### config.mk
export PLATFORM = sky130hd
export DESIGN_NAME = nc_uart_rx
export DESIGN_NICKNAME = d
export VERILOG_FILES = /design/src/rtl/nc_uart_rx.sv
export SDC_FILE = /design/constraint.sdc
export NUM_CORES = 1
export LEC_CHECK = 0
export CAP_MARGIN = 20
export CORE_MARGIN = 1.5
export CORE_UTILIZATION = 47
export CTS_CLUSTER_SIZE = 8
export DETAILED_ROUTE_END_ITERATION = 8
export PLACE_DENSITY = 0.69
export SYNTH_ARGS = -nofsm -noshare
export SYNTH_HDL_FRONTEND = slang
export SYNTH_SLANG_ARGS = --single-unit
### constraint.sdc
create_clock -name i_clk -period 2.5 [get_ports i_clk]
set_clock_uncertainty 0.05 [all_clocks]
set_input_delay 0.5 -clock i_clk [delete_from_list [all_inputs] [get_ports i_clk]]
set_output_delay 0.5 -clock i_clk [all_outputs]
set_load 0.05 [all_outputs]
### src/rtl/nc_uart_rx.sv
// nc_uart_rx -- 8N1 UART receiver feeding the NeuralChip command/load logic.
//
// Serial RXD is synchronized, framed (start / 8 data LSB-first / stop) and
// delivered into a single-entry valid/ready holding buffer. Framing errors
// and overruns are reported as one-cycle pulses. Single clock domain.
//
// Parameters:
//   CLKS_PER_BIT  core clocks per UART bit (>= 4)
//   CNT_W         baud counter width, must hold CLKS_PER_BIT-1
//
// Ports:
//   i_clk         core clock, rising edge
//   i_reset       synchronous active-high reset
//   i_rxd         asynchronous serial input, idles high
//   o_rx_data     received byte, valid while o_rx_valid
//   o_rx_valid    holding buffer full
//   i_rx_ready    consumer accept; transfer on o_rx_valid & i_rx_ready
//   o_frame_err   1-cycle pulse: stop bit sampled low
//   o_overrun     1-cycle pulse: byte completed while buffer full, not draining
//   o_busy        receiver FSM not idle
module nc_uart_rx #(
  parameter int CLKS_PER_BIT = 87,
  parameter int CNT_W        = 8
) (
  input  logic       i_clk,
  input  logic       i_reset,
  input  logic       i_rxd,
  output logic [7:0] o_rx_data,
  output logic       o_rx_valid,
  input  logic       i_rx_ready,
  output logic       o_frame_err,
  output logic       o_overrun,
  output logic       o_busy
);

  // Start bit is re-checked half a bit in; data/stop are sampled one full
  // bit later each, so every sample lands near mid-bit.
  localparam logic [CNT_W-1:0] MID  = CNT_W'((CLKS_PER_BIT - 1) / 2);
  localparam logic [CNT_W-1:0] LAST = CNT_W'(CLKS_PER_BIT - 1);

  typedef enum logic [2:0] {
    S_IDLE,
    S_START,
    S_DATA,
    S_STOP,
    S_WAIT_HIGH
  } state_t;

  // synchronizer
  logic r_sync1, r_sync2;
  logic w_rxs;

  // FSM / datapath state
  state_t           r_state, w_state_nxt;
  logic [CNT_W-1:0] r_cnt,   w_cnt_nxt;
  logic [2:0]       r_idx,   w_idx_nxt;
  logic [7:0]       r_shift, w_shift_nxt;

  // holding buffer and pulses
  logic [7:0] r_data;
  logic       r_valid;
  logic       r_ferr, r_ovr;

  logic w_deliver;
  logic w_ferr;
  logic w_xfer;
  logic w_load;
  logic w_ovr;

  // Two flops take the metastability hit; only the second is ever looked at.
  always_ff @(posedge i_clk) begin
    if (i_reset) begin
      r_sync1 <= 1'b1;
      r_sync2 <= 1'b1;
    end else begin
      r_sync1 <= i_rxd;
      r_sync2 <= r_sync1;
    end
  end

  assign w_rxs = r_sync2;

  // Next-state / datapath decode.
  always_comb begin
    w_state_nxt = r_state;
    w_cnt_nxt   = r_cnt;
    w_idx_nxt   = r_idx;
    w_shift_nxt = r_shift;
    w_deliver   = 1'b0;
    w_ferr      = 1'b0;

    unique case (r_state)
      S_IDLE: begin
        if (!w_rxs) begin
          w_state_nxt = S_START;
          w_cnt_nxt   = '0;
        end
      end

      S_START: begin
        if (r_cnt == MID) begin
          w_cnt_nxt = '0;
          if (!w_rxs) begin
            w_state_nxt = S_DATA;
            w_idx_nxt   = 3'd0;
          end else begin
            // line went back high before mid-bit: a glitch, not a start
            w_state_nxt = S_IDLE;
          end
        end else begin
          w_cnt_nxt = r_cnt + CNT_W'(1);
        end
      end

      S_DATA: begin
        if (r_cnt == LAST) begin
          w_shift_nxt[r_idx] = w_rxs;
          w_cnt_nxt          = '0;
          w_idx_nxt          = r_idx + 3'd1;
          if (r_idx == 3'd7)
            w_state_nxt = S_STOP;
        end else begin
          w_cnt_nxt = r_cnt + CNT_W'(1);
        end
      end

      S_STOP: begin
        if (r_cnt == LAST) begin
          w_cnt_nxt = '0;
          if (w_rxs) begin
            w_deliver   = 1'b1;
            w_state_nxt = S_IDLE;
          end else begin
            w_ferr      = 1'b1;
            w_state_nxt = S_WAIT_HIGH;
          end
        end else begin
          w_cnt_nxt = r_cnt + CNT_W'(1);
        end
      end

      S_WAIT_HIGH: begin
        // a held-low line (break) must not be re-read as fresh start bits
        if (w_rxs)
          w_state_nxt = S_IDLE;
      end

      default: begin
        w_state_nxt = S_IDLE;
        w_cnt_nxt   = '0;
      end
    endcase
  end

  // A draining buffer counts as free, so drain+load on one edge keeps valid up.
  assign w_xfer = r_valid & i_rx_ready;
  assign w_load = w_deliver & (~r_valid | i_rx_ready);
  assign w_ovr  = w_deliver & r_valid & ~i_rx_ready;

  always_ff @(posedge i_clk) begin
    if (i_reset) begin
      r_state <= S_IDLE;
      r_cnt   <= '0;
      r_idx   <= 3'd0;
      r_shift <= 8'h00;
      r_data  <= 8'h00;
      r_valid <= 1'b0;
      r_ferr  <= 1'b0;
      r_ovr   <= 1'b0;
    end else begin
      r_state <= w_state_nxt;
      r_cnt   <= w_cnt_nxt;
      r_idx   <= w_idx_nxt;
      r_shift <= w_shift_nxt;
      r_ferr  <= w_ferr;
      r_ovr   <= w_ovr;
      if (w_load) begin
        r_data  <= r_shift;
        r_valid <= 1'b1;
      end else if (w_xfer) begin
        r_valid <= 1'b0;
      end
    end
  end

  assign o_rx_data   = r_data;
  assign o_rx_valid  = r_valid;
  assign o_frame_err = r_ferr;
  assign o_overrun   = r_ovr;
  assign o_busy      = (r_state != S_IDLE);

endmodule
* Yosys cells after proc, flatten, opt, wreduce, memory -nomap -nowiden
Cells that the tools add are included.
W data, S select, Z words.
** Word-level totals
- Word-level logic and storage cells :: 75
- Input port bits :: 4
- Flip-flop bits (word level) :: 35
** Operators by class
- Multiplexer cells :: 26
- Bitwise logic cells :: 10
- Reduce and logical (&&, ||, !) cells :: 11
- Add/subtract/negate cells :: 2
- $lt $le $gt $ge :: 2
- Equal/unequal tests :: 14
** Operators by type and width (number)
- $pmux W8 S4 :: 1
- $mux W3 :: 10
- $mux W8 :: 3
- $pmux W3 S5 :: 1
- $ne A2 B2 Y1 const B :: 7
- $add A8 B1 Y8 const B :: 1
- $bwmux W8 :: 1
- $eq A8 B6 Y1 const B :: 1
- $eq A8 B7 Y1 const B :: 1
- $mux W1 :: 7
- $eq A3 B2 Y1 const B :: 2
- $eq A3 B3 Y1 const B :: 2
- $pmux W3 S2 :: 1
- $reduce_and A6 Y1 :: 1
- $not A1 Y1 :: 5
- $and A1 B1 Y1 :: 4
- $lt A3 B4 Y1 const B :: 1
- $reduce_and A2 Y1 :: 2
- $reduce_and A4 Y1 :: 1
- $reduce_bool A2 Y1 :: 2
- $add A3 B1 Y3 const B :: 1
- $demux W1 S3 :: 1
- $eq A3 B1 Y1 const B :: 1
- $ge A3 B1 Y1 const B :: 1
- 7 further kinds :: 7

* Logic depth before layout (Yosys ltp)
- Depth after elaboration :: 5
- Gate-level depth with buffers :: 8

* Worst setup path after synthesis
OpenSTA, ideal clock, no wires.
- Path kind :: reg2reg
- Start :: register r_cnt[0]
- End :: register r_cnt[2]
- Library setup time :: 0.122 ns
- Arrival :: 1.578 ns
- Path slack :: 0.750 ns
- Stages on the path, launching flop included :: 6
- Cell sequence :: dfxtp_1 -> ha_1 -> nor4bb_1 -> a21o_1 -> a21oi_1 -> a221o_1
** On the way
- Cells in the longest elaborated chain, start to end :: 3
** RTL lines
- start: declaration :: line 55 : logic [CNT_W-1:0] r_cnt, w_cnt_nxt;
- start signal: assignment :: line 172 : r_cnt <= w_cnt_nxt;
- $add A8 B1 Y8, or another cell as far along :: line 111, 123, 138
- $mux W8 (on tied branches) :: line 116, 128, 101
- $pmux W8 S4 (*) :: line 92 : unique case (r_state)
Mark *: on every way between the ends. The rest lies on a longest branch, timed or not.
A chain may end at the register's enable or synchronous reset.

* Final worst setup path
- Start :: register r_state[2]
- End :: output port o_busy
** On the way
- Cells in the longest elaborated chain, start to end :: 1
** RTL lines
- start: declaration :: line 54 : state_t r_state, w_state_nxt;
- start signal: assignment :: line 171 : r_state <= w_state_nxt;
- $reduce_bool A3 Y1 :: line 190 : assign o_busy = (r_state != S_IDLE);
- end: declaration :: line 33 : output logic o_busy
Every way passes these cells.

==> impl_metrics.env <==
export IMPL_synth_async_sr_flop_share_pct=0
export IMPL_dp_hpwl_um=2230
export IMPL_syn_area_um2=1660
export IMPL_drv_slew=0
export IMPL_design_power_total_uw=942
export IMPL_htreeDepth=2
export IMPL_fmax_ghz=0.413
export IMPL_ctsHoldBuffers=0
export IMPL_crit_fanout=12
export IMPL_drc=0
export IMPL_grt_pass1_wl_um=5620
export IMPL_vias_per_cell=5.51
export IMPL_die_height_um=62.4
export IMPL_fin_crit_sh_pct=96.9
export IMPL_critical_path_startpoint="r_state[2]$_SDFFE_PP0P_"
export IMPL_rsz0062_at_grt="false"
export IMPL_cts_resized=0
export IMPL_ff2ff_setup_slack_ns=0.38
export IMPL_cts_buffers=5
export IMPL_synthFlopType="dfxtp_1"
export IMPL_synthCells=178
export IMPL_drive_gt1_share_pct=8.81
export IMPL_avgSynthCellArea_um2=9.33
export IMPL_post_route_util_pct=56.8
export IMPL_fin_crit_ns=2.42
export IMPL_clkTransAtPathRegs_ns=0.10
export IMPL_criticalPathCategory="flop to output pin"
export IMPL_gp_congestion=0.849
export IMPL_vias=1316
export IMPL_ir_drop_mv=0.305
export IMPL_nNetsFinal=200
export IMPL_start_util_pct=49.4
export IMPL_status="complete, no violations"
export IMPL_p_per_area_nw_per_um2=493
export IMPL_first_global_vias=1267
export IMPL_num_antenna_cells=0
export IMPL_crit_end="o_busy"
export IMPL_clockRootBuffer="clkbuf_4"
export IMPL_finalWirelength_um=3220
export IMPL_worstReg2RegStart="r_cnt[0]$_SDFFE_PP0P_"
export IMPL_fp_row_count=21
export IMPL_ctsLongestPathBuffers=2
export IMPL_die_area_um2=3900
export IMPL_start_kind="flop"
export IMPL_worstPathArrival_ns=1.87
export IMPL_worst_pin_slew_ns=0.498
export IMPL_dr_pass1_iters=4
export IMPL_overflow=0
export IMPL_post_cts_buffers=0
export IMPL_clock_sinks=35
export IMPL_reg2reg_depth=6
export IMPL_maxSlewHeadroom_pct=66.3
export IMPL_wire_per_inst_um=13.5
export IMPL_grt_max_degree=31
export IMPL_antenna_found_initial=0
export IMPL_setup_violations=0
export IMPL_yosys_register_bits=35
export IMPL_critPathRequiredTime_ns=1.95
export IMPL_cts_tree="built"
export IMPL_rr_endpoint="r_cnt[2]$_SDFFE_PP0P_"
export IMPL_area_growth_pct=15.0
export IMPL_synth_distinct_cells=47
export IMPL_fin_tns_setup_ns=0
export IMPL_clk_latency_ns=0.33
export IMPL_die_width_um=62.4
export IMPL_drv_cap=0
export IMPL_ys_seq_area_share_pct=42.2
export IMPL_ios=16
export IMPL_grt_usage_pct=17.9
export IMPL_drtAntennaViolNets=0
export IMPL_min_path_type="flop to flop"
export IMPL_critPathCaptureType="output pin"
export IMPL_portBuffers=15
export IMPL_finalHoldViolCount=0
export IMPL_drtIter0Drc=65
export IMPL_coreArea_um2=3360
export IMPL_fillers=333
export IMPL_syn_nets=186
export IMPL_leakage_uw=0.000728
export IMPL_ys_warn_count=0
export IMPL_synth_edf_count=0
## cell usage in the layout, fill, tap and decap left out, drive strengths merged, types with 3 or more instances in the layout
cell,Yosys,routed
dfxtp,35,35
mux2i,16,16
clkdlybuf4s50,0,15
nand2b,14,14
nor2,14,14
nand2,10,10
a21oi,8,8
nand3,8,8
clkbuf,7,8
nor3,7,7
nor2b,4,4
a211oi,4,4
a21o,4,4
ha,4,4
or2,4,4
a221oi,3,3
o21ai,3,3
## layout make-up
cell class | count | area [µm²] | share of cell area [%]
multi-input cells | 131 | 910 | 47.6
clock buffers | 8 | 68.8 | 3.60
flip-flops and latches | 35 | 701 | 36.7
well taps | 46 | 57.6 | 3.01
repair buffers | 17 | 165 | 8.65
inverters | 2 | 7.51 | 0.393
## sequential cells by signal (all words and copies together) (netlist names)
signal	flops
o_rx_data	8
r_cnt	8
r_shift	8
r_idx	3
r_state	3
o_frame_err	1
o_overrun	1
o_rx_valid	1
r_sync1	1
r_sync2	1
## cell usage after synthesis, types with 2 or more instances
master | n | area [µm²]
nand3_1 | 8 | 40.0
or3_1 | 2 | 12.5
o21ai_0 | 2 | 10.0
a221oi_1 | 3 | 26.3
mux2i_1 | 16 | 160
inv_1 | 2 | 7.51
nor2b_1 | 4 | 25.0
nor3_1 | 6 | 30.0
a21o_1 | 4 | 30.0
ha_1 | 4 | 50.1
nand2b_1 | 14 | 87.6
nor2_1 | 14 | 52.6
or2_2 | 3 | 18.8
a21oi_1 | 8 | 40.0
a22o_1 | 2 | 17.5
dfxtp_1 | 35 | 701
a211oi_1 | 4 | 30.0
o31ai_1 | 2 | 15.0
nand4_1 | 2 | 12.5
clkbuf_1 | 7 | 26.3
nand2_1 | 10 | 37.5
## worst min path at each step
stage	from	endpoint	slack [ns]	cells past startpoint
CTS	r_sync1$_SDFF_PP1_	r_sync2$_SDFF_PP1_	0.37	1
global placement	r_sync1$_SDFF_PP1_	r_sync2$_SDFF_PP1_	0.35	1
floorplan	r_sync1$_SDFF_PP1_	r_sync2$_SDFF_PP1_	0.34	1
finish	r_sync1$_SDFF_PP1_	r_sync2$_SDFF_PP1_	0.36	1
detailed placement	r_sync1$_SDFF_PP1_	r_sync2$_SDFF_PP1_	0.34	1
global route	r_sync1$_SDFF_PP1_	r_sync2$_SDFF_PP1_	0.38	1
## stage by stage
stage                     cells  setup slack, ns  hold slack (ns)  instance area, µm²
final                       239           0.0770            0.364                1910
after global routing        239          0.00520            0.383                1910
after CTS                   239           0.0712            0.367                1910
after detailed placement    231            0.452            0.343                1840
after global placement      231            0.478            0.345                1840
after floorplan             178            0.750            0.339                1660
## critical path: stages, from the launching register on
cell and delay (ns):
dfxtp_1 0.43, or3_1 0.41, clkdlybuf4s50_1 0.70
## routing by layer
metal	vias to the layer above	track usage [%]	routed length [µm]
met5	-	0	0
met4	0	9.44	57
met3	7	3.96	140
met2	25	27.7	1450
met1	616	23.3	1570
li1	668	-	-
## where the power goes
part	leakage (µW)	switching, µW	internal, µW	total (µW)
registers	0.000282	4.45	560	564
clock network	0.0000386	174	165	340
logic	0.000407	22.4	15.5	37.9
total	0.000728	201	741	942
## cell families after synthesis
kind of cell             after synthesis  share of synthesized area (%)
AO/OA/AOI/OAI                         34                           14.7
XOR/XNOR                               2                           1.06
adder cells (fa/ha/maj)                4                           3.01
buffers and inverters                 12                           3.39
flip-flops                            35                           42.2
multiplexers                          16                           9.65
AND/OR/NAND/NOR                       75                           26.0
Power figures use the tool's default switching activity.
